**config.mk**
```make
export PLATFORM = sky130hd
export DESIGN_NAME = iterative_alu_flat
export DESIGN_NICKNAME = d
export VERILOG_FILES = /design/src/rtl/alu_pkg.sv /design/src/rtl/iterative_alu_if.sv /design/src/rtl/shift_add_multiplier.sv /design/src/rtl/iterative_alu.sv /design/src/flat_wrapper.sv
export SDC_FILE = /design/constraint.sdc
export NUM_CORES = 1
export LEC_CHECK = 0
export ABC_AREA = 1
export BUFFER_PORTS_ARGS = -buffer_cell sky130_fd_sc_hd__buf_2
export CORE_ASPECT_RATIO = 1.1
export CORE_MARGIN = 1
export CORE_UTILIZATION = 55
export DETAILED_ROUTE_END_ITERATION = 10
export GPL_TIMING_DRIVEN = 0
export PLACE_DENSITY_LB_ADDON = 0.12
export SLEW_MARGIN = 20
export SYNTH_ARGS = -nofsm -noshare
export SYNTH_HDL_FRONTEND = slang
export SYNTH_SLANG_ARGS = --single-unit
```
**constraint.sdc**
```tcl
create_clock -name clk_i -period 6.5 [get_ports clk_i]
set_clock_uncertainty 0.1 [all_clocks]
set_input_delay 1.3 -clock clk_i [delete_from_list [all_inputs] [get_ports clk_i]]
set_output_delay 1.3 -clock clk_i [all_outputs]
set_load 0.05 [all_outputs]
```
**src/rtl/alu_pkg.sv**
```systemverilog
// Shared ALU definitions: control codes driven by the ALU control decoder
// and the state encoding of the execute-stage sequencer.
package alu_pkg;

  localparam logic [2:0] ALU_ADD = 3'b000;
  localparam logic [2:0] ALU_SUB = 3'b001;
  localparam logic [2:0] ALU_MUL = 3'b010;
  localparam logic [2:0] ALU_AND = 3'b011;
  localparam logic [2:0] ALU_OR  = 3'b100;

  typedef enum logic [1:0] {
    ST_IDLE = 2'd0,
    ST_MUL  = 2'd1,
    ST_DONE = 2'd2
  } alu_state_e;

  function automatic logic is_mul(input logic [2:0] ctrl);
    return ctrl == ALU_MUL;
  endfunction

endpackage

```
**src/rtl/iterative_alu_if.sv**
```systemverilog
// Execute-stage ALU bus: operands and control from ID/EX, result and stall back.
// Signal directions in the names are from the ALU's point of view.
interface iterative_alu_if #(
  parameter int WIDTH = 32
);

  logic             valid_i;
  logic             flush_i;
  logic [2:0]       ALUCtrl_i;
  logic [WIDTH-1:0] data1_i;
  logic [WIDTH-1:0] data2_i;
  logic [WIDTH-1:0] data_o;
  logic             zero_o;
  logic             stall_o;

  modport master (
    output valid_i, flush_i, ALUCtrl_i, data1_i, data2_i,
    input  data_o, zero_o, stall_o
  );

  modport slave (
    input  valid_i, flush_i, ALUCtrl_i, data1_i, data2_i,
    output data_o, zero_o, stall_o
  );

endinterface

```
**src/rtl/shift_add_multiplier.sv**
```systemverilog
// Iterative shift-add multiplier: one partial product per cycle, WIDTH cycles
// per multiply; only the low WIDTH bits of the product are kept.
module shift_add_multiplier #(
  parameter int WIDTH = 32
) (
  input  logic             clk_i,
  input  logic             rst_i,
  input  logic             start_i,
  input  logic             abort_i,
  input  logic [WIDTH-1:0] a_i,
  input  logic [WIDTH-1:0] b_i,
  output logic             busy_o,
  output logic             done_o,
  output logic [WIDTH-1:0] product_o
);

  localparam int CW = (WIDTH > 1) ? $clog2(WIDTH) : 1;
  localparam logic [CW-1:0] LAST_ITER = CW'(WIDTH - 1);

  logic [WIDTH-1:0] mcand_q, mcand_d;
  logic [WIDTH-1:0] mplier_q, mplier_d;
  logic [WIDTH-1:0] prod_q, prod_d;
  logic [CW-1:0]    cnt_q, cnt_d;
  logic             busy_q, busy_d;

  always_comb begin
    // NOTE: every variable gets a default before any branch, so no path
    // leaves one unassigned and no latch is inferred.
    mcand_d  = mcand_q;
    mplier_d = mplier_q;
    prod_d   = prod_q;
    cnt_d    = cnt_q;
    busy_d   = busy_q;

    if (abort_i) begin
      busy_d = 1'b0;
    end else if (start_i && !busy_q) begin
      mcand_d  = a_i;
      mplier_d = b_i;
      prod_d   = '0;
      cnt_d    = '0;
      busy_d   = 1'b1;
    end else if (busy_q) begin
      if (mplier_q[0]) begin
        prod_d = prod_q + mcand_q;
      end
      mcand_d  = mcand_q << 1;
      mplier_d = mplier_q >> 1;
      cnt_d    = cnt_q + 1'b1;
      if (cnt_q == LAST_ITER) begin
        busy_d = 1'b0;
      end
    end
  end

  always_ff @(posedge clk_i or posedge rst_i) begin
    // NOTE: state registers use non-blocking assignments so every flop
    // samples the values from before this edge, independent of block order.
    if (rst_i) begin
      mcand_q  <= '0;
      mplier_q <= '0;
      prod_q   <= '0;
      cnt_q    <= '0;
      busy_q   <= 1'b0;
    end else begin
      mcand_q  <= mcand_d;
      mplier_q <= mplier_d;
      prod_q   <= prod_d;
      cnt_q    <= cnt_d;
      busy_q   <= busy_d;
    end
  end

  assign busy_o    = busy_q;
  // High during the final iteration: the product register is complete after this edge.
  assign done_o    = busy_q && (cnt_q == LAST_ITER);
  assign product_o = prod_q;

endmodule

```
**src/rtl/iterative_alu.sv**
```systemverilog
// Execute-stage ALU: single-cycle add/sub/and/or, multi-cycle multiply that
// stalls the front of the pipeline until the product is ready.
module iterative_alu
  import alu_pkg::*;
#(
  parameter int WIDTH = 32
) (
  input  logic clk_i,
  input  logic rst_i,
  iterative_alu_if.slave bus
);

  alu_state_e       state_q, state_d;
  logic             mul_start, mul_abort, mul_busy, mul_done;
  logic             stall;
  logic [WIDTH-1:0] product;
  logic [WIDTH-1:0] comb_result;
  logic [WIDTH-1:0] result;

  shift_add_multiplier #(
    .WIDTH (WIDTH)
  ) u_mul (
    .clk_i     (clk_i),
    .rst_i     (rst_i),
    .start_i   (mul_start),
    .abort_i   (mul_abort),
    .a_i       (bus.data1_i),
    .b_i       (bus.data2_i),
    .busy_o    (mul_busy),
    .done_o    (mul_done),
    .product_o (product)
  );

  // Unused codes 101..111 fall through to add.
  always_comb begin
    comb_result = bus.data1_i + bus.data2_i;
    case (bus.ALUCtrl_i)
      ALU_SUB: comb_result = bus.data1_i - bus.data2_i;
      ALU_AND: comb_result = bus.data1_i & bus.data2_i;
      ALU_OR:  comb_result = bus.data1_i | bus.data2_i;
      ALU_MUL: comb_result = '0;
      default: comb_result = bus.data1_i + bus.data2_i;
    endcase
  end

  always_comb begin
    state_d   = state_q;
    mul_start = 1'b0;
    mul_abort = 1'b0;
    stall     = 1'b0;
    result    = comb_result;

    case (state_q)
      ST_IDLE: begin
        if (is_mul(bus.ALUCtrl_i) && bus.valid_i && !bus.flush_i) begin
          mul_start = 1'b1;
          stall     = 1'b1;
          state_d   = ST_MUL;
        end
      end
      ST_MUL: begin
        result = '0;
        if (bus.flush_i) begin
          mul_abort = 1'b1;
          state_d   = ST_IDLE;
        end else begin
          stall = 1'b1;
          if (mul_done) begin
            state_d = ST_DONE;
          end else if (!mul_busy) begin
            // Multiplier lost its operation; never hold the pipeline forever.
            state_d = ST_IDLE;
          end
        end
      end
      ST_DONE: begin
        result  = product;
        state_d = ST_IDLE;
      end
      default: state_d = ST_IDLE;
    endcase
  end

  always_ff @(posedge clk_i or posedge rst_i) begin
    if (rst_i) begin
      state_q <= ST_IDLE;
    end else begin
      state_q <= state_d;
    end
  end

  assign bus.data_o  = result;
  assign bus.zero_o  = (result == '0);
  assign bus.stall_o = stall && !rst_i;

endmodule

```
**src/flat_wrapper.sv**
```systemverilog
// flat-port wrapper written by rule: the top's interface ports become plain ports
module iterative_alu_flat import alu_pkg::*;
#(
  parameter int WIDTH = 32
)
  (clk_i, rst_i, bus_valid_i, bus_flush_i, bus_ALUCtrl_i, bus_data1_i, bus_data2_i, bus_data_o, bus_zero_o, bus_stall_o);
  iterative_alu_if #(.WIDTH(WIDTH)) bus_i ();
  input  logic clk_i;
  input  logic rst_i;
  input wire logic [$bits(bus_i.valid_i)-1:0] bus_valid_i;
  input wire logic [$bits(bus_i.flush_i)-1:0] bus_flush_i;
  input wire logic [$bits(bus_i.ALUCtrl_i)-1:0] bus_ALUCtrl_i;
  input wire logic [$bits(bus_i.data1_i)-1:0] bus_data1_i;
  input wire logic [$bits(bus_i.data2_i)-1:0] bus_data2_i;
  output wire logic [$bits(bus_i.data_o)-1:0] bus_data_o;
  output wire logic [$bits(bus_i.zero_o)-1:0] bus_zero_o;
  output wire logic [$bits(bus_i.stall_o)-1:0] bus_stall_o;
  assign bus_i.valid_i = bus_valid_i;
  assign bus_i.flush_i = bus_flush_i;
  assign bus_i.ALUCtrl_i = bus_ALUCtrl_i;
  assign bus_i.data1_i = bus_data1_i;
  assign bus_i.data2_i = bus_data2_i;
  assign bus_data_o = bus_i.data_o;
  assign bus_zero_o = bus_i.zero_o;
  assign bus_stall_o = bus_i.stall_o;
  iterative_alu #(.WIDTH(WIDTH)) u_core (.clk_i(clk_i), .rst_i(rst_i), .bus(bus_i));
endmodule
```
# Word level (Yosys, flattened, before mapping)
# Index checks and enable logic that the tools add are counted.
# word_totals
in_bits	71
mem_count	0
rom_bits	0
regBits	104
mem_bits_rw	0
out_inout_bits	34
latch_bits	0
word_cells	63
# classes
muxes	26
magnitude_cmp	0
n_div	0
n_shift	0
mul	0
addsub	4
n_bitwise	3
n_eq_ne	9
n_reduce_logical	15
# op_table
cell	count
32-bit 2-to-1 mux	7
32-bit case mux with 4 select lines	1
32-bit adder	2
32-bit case mux with 2 select lines	1
32-bit AND	1
32-bit logical NOT	1
32-bit OR	1
32-bit subtractor	1
5-bit 2-to-1 mux	2
1-bit 2-to-1 mux	9
2-bit 2-to-1 mux	4
3-bit by 2-bit == test with 1-bit output, second input constant	2
5-bit by 1-bit adder with 5-bit output, second input constant	1
5-bit == test, second input constant	1
1-bit logical AND	5
4-bit by 3-bit inequality test with 1-bit output, second input constant	1
2-bit case mux with 2 select lines	1
2-bit AND reduction	2
2-bit nonzero test	2
3-bit by 1-bit == test with 1-bit output, second input constant	1
3-bit == test, second input constant	1
1-bit logical NOT	3
3-bit AND reduction	1
2-bit by 1-bit == test with 1-bit output, second input constant	1
5 further kinds	5

# Logic depth before layout (Yosys ltp)
# Gate-level depths: netlist (run 1).
# logic_depth
ltp_word	8
ltp_mapped	31
mapped_depth_nobuf	31

# By module
# A second synthesis (run 1) with hierarchy kept.
# unflattened
hier_cells	2022
area_unflattened_um2	11639.9
# by_module_without_submodules
module	area_each_um2	cells_each	seq_area_each_um2	instances
shift_add_multiplier	6789.0	1004	2552.4	1
iterative_alu	4850.9	1018	50.0	1

# Worst setup path after synthesis (run 1)
# Ideal clock, no wire load.
# synth_path
kind	input-to-output
from	input port bus_data2_i[0]
to	output port bus_zero_o
t_required_ps	5100
path_stages	28
path_slack_ps	90
t_arrival_ps	5010
cell_sequence	inv_1 ha_1 nand3_1 nor2_1 nand4_1 nor2_1 and3_1 inv_1 nor2_1 nor2_1 xor2_1 ha_1 nand2_1 nor2_1 nand2_1 nor2_1 nand2_1 nand3_1 nand2_1 nand3_1 nand2_1 nand2_1 nand2_1 nor2_1 nand2_1 nor2_1 nand3_1 nor2_1
# synth_via
elab_chain_cells	4
# synth_rtl
item	line	source
start, declared	flat_wrapper.sv:14	input wire logic [$bits(bus_i.data2_i)-1:0] bus_data2_i;
32-bit adder / 32-bit subtractor (equally long branches)	--	
32-bit case mux with 4 select lines *	iterative_alu.sv:37	case (bus.ALUCtrl_i)
32-bit case mux with 2 select lines *	iterative_alu.sv:53	case (state_q)
named net bus_data_o[21]	flat_wrapper.sv:15	output wire logic [$bits(bus_i.data_o)-1:0] bus_data_o;
32-bit logical NOT *	iterative_alu.sv:93	assign bus.zero_o = (result == '0);
end, declared	flat_wrapper.sv:16	output wire logic [$bits(bus_i.zero_o)-1:0] bus_zero_o;
# The timed path passes the listed nets; every way through them passes the cells marked *.

# Final worst setup path (run 1)
# layout_path
from	input port bus_data2_i[0]
to	output port bus_zero_o
# layout_via
elab_chain_cells	4
# layout_rtl
item	line
32-bit adder (tied with other cells)	--
32-bit case mux with 4 select lines *	iterative_alu.sv:37
32-bit case mux with 2 select lines *	iterative_alu.sv:53
32-bit logical NOT *	iterative_alu.sv:93
# Every way passes the cells marked *; elsewhere a longest branch is shown, timed or not.

==> run_results.csv, run 1 <==
group,metric,value,unit
floorplanning,dieArea,0.02013,mm²
clock_tree,cts_buffers,9,
yosys,synthFlopType,"dfrtp_1",
place,placed_area,0.01162,mm²
yosys,yosysTopAreaCell,"dfrtp_1",
yosys,syn_avg_cell_area,6.049,µm²
place,dp.cells,2130,
setup_path,r2r_slack,3390,ps
grt,antenna_found_initial,0,
min_path,min_path_type,"flip-flop to flip-flop",
grt,grt_pass1_wl,63570,µm
sta,hold_violations,0,
grt,grt_max_degree,67,
setup_path,cp-start-kind,"primary input",
floorplanning,start_util,56.15,%
setup_path,path_depth,26,
finish,areaGrowthSynthToFinish,16.92,%
floorplanning,core,0.01916,mm²
min_path,hold_depth,2,
setup_path,r2r_end,"u_core.u_mul.product_o[28]",
sta,fin_crit,6449,ps
finish,layout.nets,2058,
route,num_vias,12782,
finish,drive_gt1_share,15.52,%
floorplanning,die_h,148.7,µm
route,drc,0,
place,dp_slack,-769.6,ps
yosys,synth_nets,1922,
sta,worst_pin_slew,964.8,ps
setup_path,cpPeakStageDelay,320,ps
yosys,synth-seq-cells,104,
clock_tree,cts_root_buffer,"clkbuf_16",
sta,timing.hold.ws,378.9,ps
clock_tree,clk_latency,370,ps
yosys,async_flop_share,100.0,%
place,portBuffers,103,
min_path,min-delay-start,"u_core.u_mul.mplier_q[17]",
setup_path,crit_type,"primary input to output port",
clock_tree,holdBufCountCts,0,
yosys,synth_cell_type_count,47,
yosys,synth-edff-count,0,
route,detail_route.first_pass.iterations,8,
yosys,synthMostInstantiatedCell,"nand2_1",
setup_path,critPathMaxFanout,4,
setup_path,cp_top_family,"simple AND/OR/NAND/NOR gates",
power,p_leak,0.007105,µW
sta,maxSlewViolCount,0,
route,wl_per_cell,19.67,µm
yosys,synth_top_area_share,24.19,%
grt,overflow,0,
yosys,yosys-top-cells-area,"dfrtp_1 (24%), nand2_1 (19%), inv_1 (9.9%)",
power,power.density,296.2,mW/mm²
sta,worst_slack,50.83,ps
clock_tree,path_clk_slew,70,ps
finish,stdcell_count,2168,
floorplanning,fp.dieW,135.4,µm
setup_path,reg2reg_from,"u_core.u_mul.mcand_q[0]",
yosys,yosys_warnings,0,
route,wl,42650,µm
floorplanning,io-pin-count,105,
place,routabilityCongestion,1.023,
grt,grt_use_total,42.43,%
sta,relSlewSlack,34.86,%
route,drt_iter0_drc,1252,
yosys,synth_common_cells,"nand2_1 (531), inv_1 (284), o21ai_0 (170)",
clock_tree,cts_tree,"built",
clock_tree,htreeDepth,3,
floorplanning,row_count,53,
grt,first_global_vias,11838,
place,dp_hpwl,33990,µm
sta,finalCritPeriodShare,99.22,%
finish,design_area,0.01258,mm²
setup_path,crit_buf_inv,4,
clock_tree,cts.sinks,104,
sta,setup_viol,0,
sta,max_clock_freq,0.1551,GHz
min_path,hold_end,"u_core.u_mul.mplier_q[17]",
setup_path,crit_arrival,5050,ps
finish,final_util,65.65,%
finish,fillers,1863,
route,drtAntennaViolNets,0,
setup_path,crit_path_end_kind,"output port",
status,status,"completed",
setup_path,ff2ff_path_depth,15,
power,vdd_drop_max,199.8,µV
clock_tree,clockBufferDepth,2,
yosys,synthCells,1779,
yosys,synth_seq_area_share,24.19,%
job,drv_cap,0,
yosys,synth_area,0.01076,mm²
setup_path,required,5100,ps
route,vias_per_cell,5.896,
setup_path,crit_slowest_cell,"ha_1",
through the flow:
| step | total power (µW) | TNS (ps) |
|---|---|---|
| finish | 3727 | 0 |
| global route | 3951 | -72.82 |
| CTS | 3605 | 0 |
| detailed placement | 3033 | -1800 |
| global placement | 2989 | -1960 |
| floorplan | 2429 | 0 |
registers in the layout (all words and copies together) (netlist names):
name                    count
u_core.u_mul.mplier_q      32
u_core.state_q              2
u_core.u_mul.cnt_q          5
u_core.u_mul.busy_o         1
u_core.u_mul.product_o     32
u_core.u_mul.mcand_q       32
layout make-up:
class | count | area (µm²) | share of cell area [%]
tap | 247 | 309.0 | 2.456
multi-input combinational | 1336 | 7352 | 58.44
sequential | 104 | 2603 | 20.69
buffer | 48 | 206.4 | 1.641
timing repair buffer | 125 | 719.4 | 5.719
inverter | 291 | 1110 | 8.821
clock inverter | 5 | 46.29 | 0.3680
antenna | 1 | 2.502 | 0.01989
clock buffer | 11 | 232.7 | 1.850
cells in the final DEF (no fill, tap or decap), drive strengths merged, types with 6 or more instances in the layout:
master  instances
inv           294
clkbuf         47
nand3          59
o31ai           7
a31oi          37
o22ai           9
ha             70
xor2           39
o211ai         12
a22oi           8
buf           137
a21o            6
nand2         539
nor3           19
o21ai         191
dfrtp         104
a21oi         118
nand4          16
nor2          161
worst min-delay path, cell delays in order (launching register included):
cell and delay, ps:
dfrtp_1 340, nand2_1 50, nand2_1 60
worst max path at each step:
| stage | end | from |
|---|---|---|
| finish | bus_zero_o | bus_data2_i[0] |
| global route | bus_zero_o | bus_data2_i[0] |
| CTS | bus_zero_o | bus_data2_i[1] |
| detailed placement | bus_zero_o | bus_data2_i[0] |
| global placement | bus_zero_o | bus_data2_i[0] |
| floorplan | bus_zero_o | bus_data2_i[0] |
kinds of logic after synthesis:
logic type | synth area share, %
XOR/XNOR | 3.581
AND/OR/NAND/NOR | 30.84
AO/OA/AOI/OAI | 20.88
buffers and inverters | 12.00
flip-flops | 24.19
adder cells (fa/ha/maj) | 8.512
power by group:
part           switching (µW)  total [µW]  internal [µW]
Clock                     280         548            268
Combinational            1500        2150            653
Sequential                179        1030            847
Total                    1960        3730           1770
layer usage:
metal | GRT usage [%] | wire [µm] | up-vias | share of wire [%]
met2 | 69.77 | 19500 | 683 | 46
met4 | 23.71 | 2412 | 0 | 5.7
met5 | 0 | 0 | - | 0
li1 | - | - | 6032 | -
met3 | 5.078 | 3874 | 137 | 9.1
met1 | 53.82 | 16860 | 5930 | 40
what timing repair did:
item / in CTS / in global routing
gates resized for setup: 51 / 102
pin swaps: 22 / 46
setup buffers: 11 / 10
endpoints found under the setup margin: 15 / 1
(Power assumes the default switching activity.)
==> run 2: changes to the inputs <==
--- a/config.mk
+++ b/config.mk
@@ -16,4 +16,5 @@
 export SLEW_MARGIN = 20
 export SYNTH_ARGS = -nofsm -noshare
 export SYNTH_HDL_FRONTEND = slang
+export SYNTH_HIERARCHICAL = 1
 export SYNTH_SLANG_ARGS = --single-unit
==> constraint.sdc (replaced) <==
create_clock -name clk_i -period 8.3 [get_ports clk_i]
set_clock_uncertainty 0.1 [all_clocks]
set_input_delay 1.66 -clock clk_i [delete_from_list [all_inputs] [get_ports clk_i]]
set_output_delay 1.66 -clock clk_i [all_outputs]
set_load 0.05 [all_outputs]
==> run_results.csv, run 2 <==
group,metric,value,unit
status,status,"completed",
floorplanning,die_h,154.6,µm
route,vias_per_cell,5.535,
finish,fillers,2117,
route,wl,40980,µm
yosys,synth_top_family_by_area,"simple AND/OR/NAND/NOR gates",
yosys,syn_avg_cell_area,5.757,µm²
floorplanning,io-pin-count,105,
route,met2_length,19010,µm
yosys,synth_area,0.01164,mm²
route,routed-wl-met3,2975,µm
route,wirelength_met1,16800,µm
finish,final_cell_mix,"nand2_1 (634), inv_1 (391), nor2_1 (180), o21ai_0 (158), a21oi_1 (139)",
clock_tree,cts.sinks,104,
yosys,synthCells,2022,
setup_path,crit_slowest_cell,"ha_1",
sta,timing.hold.ws,413.7,ps
sta,relSlewSlack,56.20,%
finish,drive_gt1_share,9.519,%
sta,max_clock_freq,0.1255,GHz
setup_path,worstSetupStartpoint,"bus_data2_i[0]",
clock_tree,cts_tree,"built",
setup_path,cp-start-kind,"primary input",
sta,worst_pin_slew,657.0,ps
grt,antenna_found_initial,0,
power,p_total,3022,µW
finish,design_area,0.01284,mm²
setup_path,crit_path_end_kind,"output port",
yosys,synth_adder_area_share,7.868,%
yosys,synthFlopType,"dfrtp_1",
clock_tree,cts_buffers,9,
sta,tns,0,ps
clock_tree,clockBufferDepth,2,
grt,overflow,0,
power,power_frac_comb,56.4,%
power,p_leak,0.007617,µW
yosys,synth-compound-area-share,17.02,%
yosys,synthSimpleGateAreaFrac,35.17,%
setup_path,crit_type,"primary input to output port",
sta,maxSlewViolCount,0,
power,switchingPower,1560,µW
clock_tree,clk_latency,370,ps
job,drv_cap,0,
min_path,min_path_type,"flip-flop to flip-flop",
yosys,synth_top_area_share,22.36,%
yosys,synth.area.mux_share,0,%
yosys,synth_common_cells,"nand2_1 (634), inv_1 (392), nor2_1 (180)",
sta,setup_viol,0,
finish,antennaDiodeCount,0,
yosys,synth_xor_area_share,2.408,%
clock_tree,cts_resized,0,
yosys,yosys_warnings,6,
power,p_sw_share,51.60,%
setup_path,cpPeakStageDelay,390,ps
place,placed_area,0.01251,mm²
grt,first_global_vias,12279,
finish,mostFrequentLayoutCell,"nand2_1",
grt,grt_max_degree,75,
setup_path,critPathMostFrequentCell,"nand2_1",
route,dr.max_layer_used,"met4",
sta,fin_crit,7969,ps
yosys,synth_nets,2165,
clock_tree,cts_root_buffer,"clkbuf_16",
place,portBuffers,104,
sta,hold_violations,0,
clock_tree,htreeDepth,3,
route,drtAntennaViolNets,0,
floorplanning,fp.dieW,140.7,µm
power,pwr-share-seq,28.0,%
power,clkPwrFrac,15.5,%
clock_tree,post_cts_buffers,0,
finish,areaGrowthSynthToFinish,10.30,%
yosys,async_flop_share,100.0,%
floorplanning,dieArea,0.02175,mm²
yosys,synth_cell_type_count,46,
finish,final_util,62.19,%
place,dp_hpwl,33800,µm
floorplanning,core,0.02064,mm²
setup_path,reg2reg_from,"u_core/state_q[1]",
yosys,yosysTopAreaCell,"dfrtp_1",
route,detail_route.first_pass.iterations,6,
grt,grt_pass1_wl,63140,µm
power,power.density,235.4,mW/mm²
route,wl_per_cell,17.08,µm
yosys,synth_seq_area_share,22.36,%
setup_path,crit_arrival,6210,ps
finish,layout.nets,2281,
setup_path,required,6540,ps
route,drt_iter0_drc,1244,
grt,grt_use_total,38.26,%
setup_path,critPathMaxFanout,5,
place,routabilityCongestion,1.020,
sta,rsz0062_at_grt,"no",
floorplanning,start_util,56.38,%
yosys,synthMostInstantiatedCell,"nand2_1",
yosys,synth-edff-count,0,
sta,finalCritPeriodShare,96.01,%
min_path,min-delay-start,"u_core/u_mul/cnt_q[0]",
yosys,synth-seq-cells,104,
power,intPower,1463,µW
power,vdd_drop_max,116.6,µV
route,num_vias,13278,
clock_tree,path_clk_slew,80,ps
floorplanning,row_count,55,
route,drc,0,
clock_tree,holdBufCountCts,0,
yosys,yosys-top-cells-area,"dfrtp_1 (22%), nand2_1 (20%), inv_1 (13%)",
==> run 2: changes by cell type in the layout (fill, tap and decap cells not counted), sizes merged, moves of 23 or more <==
cell	before	now
nor2	161	196
inv	294	401
nand2	539	644
nand3	59	114
a21oi	118	141
==> run 2: final timing paths <==
| check | cells after the start | endpoint | slack (ps) |
|---|---|---|---|
| min reg2reg | 1 | u_core/u_mul/cnt_q[0] | 410 |
| min | 1 | u_core/u_mul/cnt_q[0] | 410 |
| min in group asynchronous | 2 | u_core/state_q[1] | 1090 |
| max | 29 | bus_zero_o | 330 |
| max in group asynchronous | 3 | u_core/u_mul/product_o[23] | 6230 |
| max reg2reg | 9 | u_core/u_mul/mplier_q[0] | 5760 |
==> run 2: area by class of cell <==
type / instances / area (µm²) / area share (%)
sequential: 104 / 2603 / 20.27
tap: 256 / 320.3 / 2.495
multi-input combinational: 1469 / 7271 / 56.63
buffer: 50 / 269.0 / 2.095
inverter: 399 / 1503 / 11.70
clock buffer: 9 / 225.2 / 1.754
timing repair buffer: 105 / 548.0 / 4.269
clock inverter: 7 / 100.1 / 0.7796
==> run 2: through the flow <==
step                      worst slack, ps  instances
after floorplan                      1211       2022
after global placement              522.3       2382
after detailed placement            458.4       2383
after CTS                           446.7       2399
after global routing                28.45       2399
final                               331.1       2399
==> run 2: power groups by stage <==
stage / Clock [µW] / Sequential (µW) / Combinational [µW]
6_report: 469 / 847 / 1710
5_1_grt: 492 / 866 / 1890
4_1_cts: 478 / 842 / 1680
3_5_place_dp: 0 / 849 / 1670
3_3_place_gp: 0 / 842 / 1640
2_1_floorplan: 0 / 795 / 1260
==> run 2: cells by family after synthesis <==
kind of cell,count (synthesis)
adder cells (fa/ha/maj),72
AO/OA/AOI/OAI,368
AND/OR/NAND/NOR,997
flip-flops,104
buffers and inverters,449
XOR/XNOR,32
==> run 2: metal layers <==
metal	GRT usage, %	vias to the layer above
met5	0	-
met4	20.91	0
met3	3.375	119
met2	65.36	574
met1	47.72	6017
li1	-	6568
==> run 2: critical path, delay by kind of cell <==
kind | cells | cell delay, ps
simple gates | 21 | 2950
fa+ha+maj | 2 | 590
buf+inv | 3 | 550
compound gates | 2 | 290
xor+xnor | 1 | 160
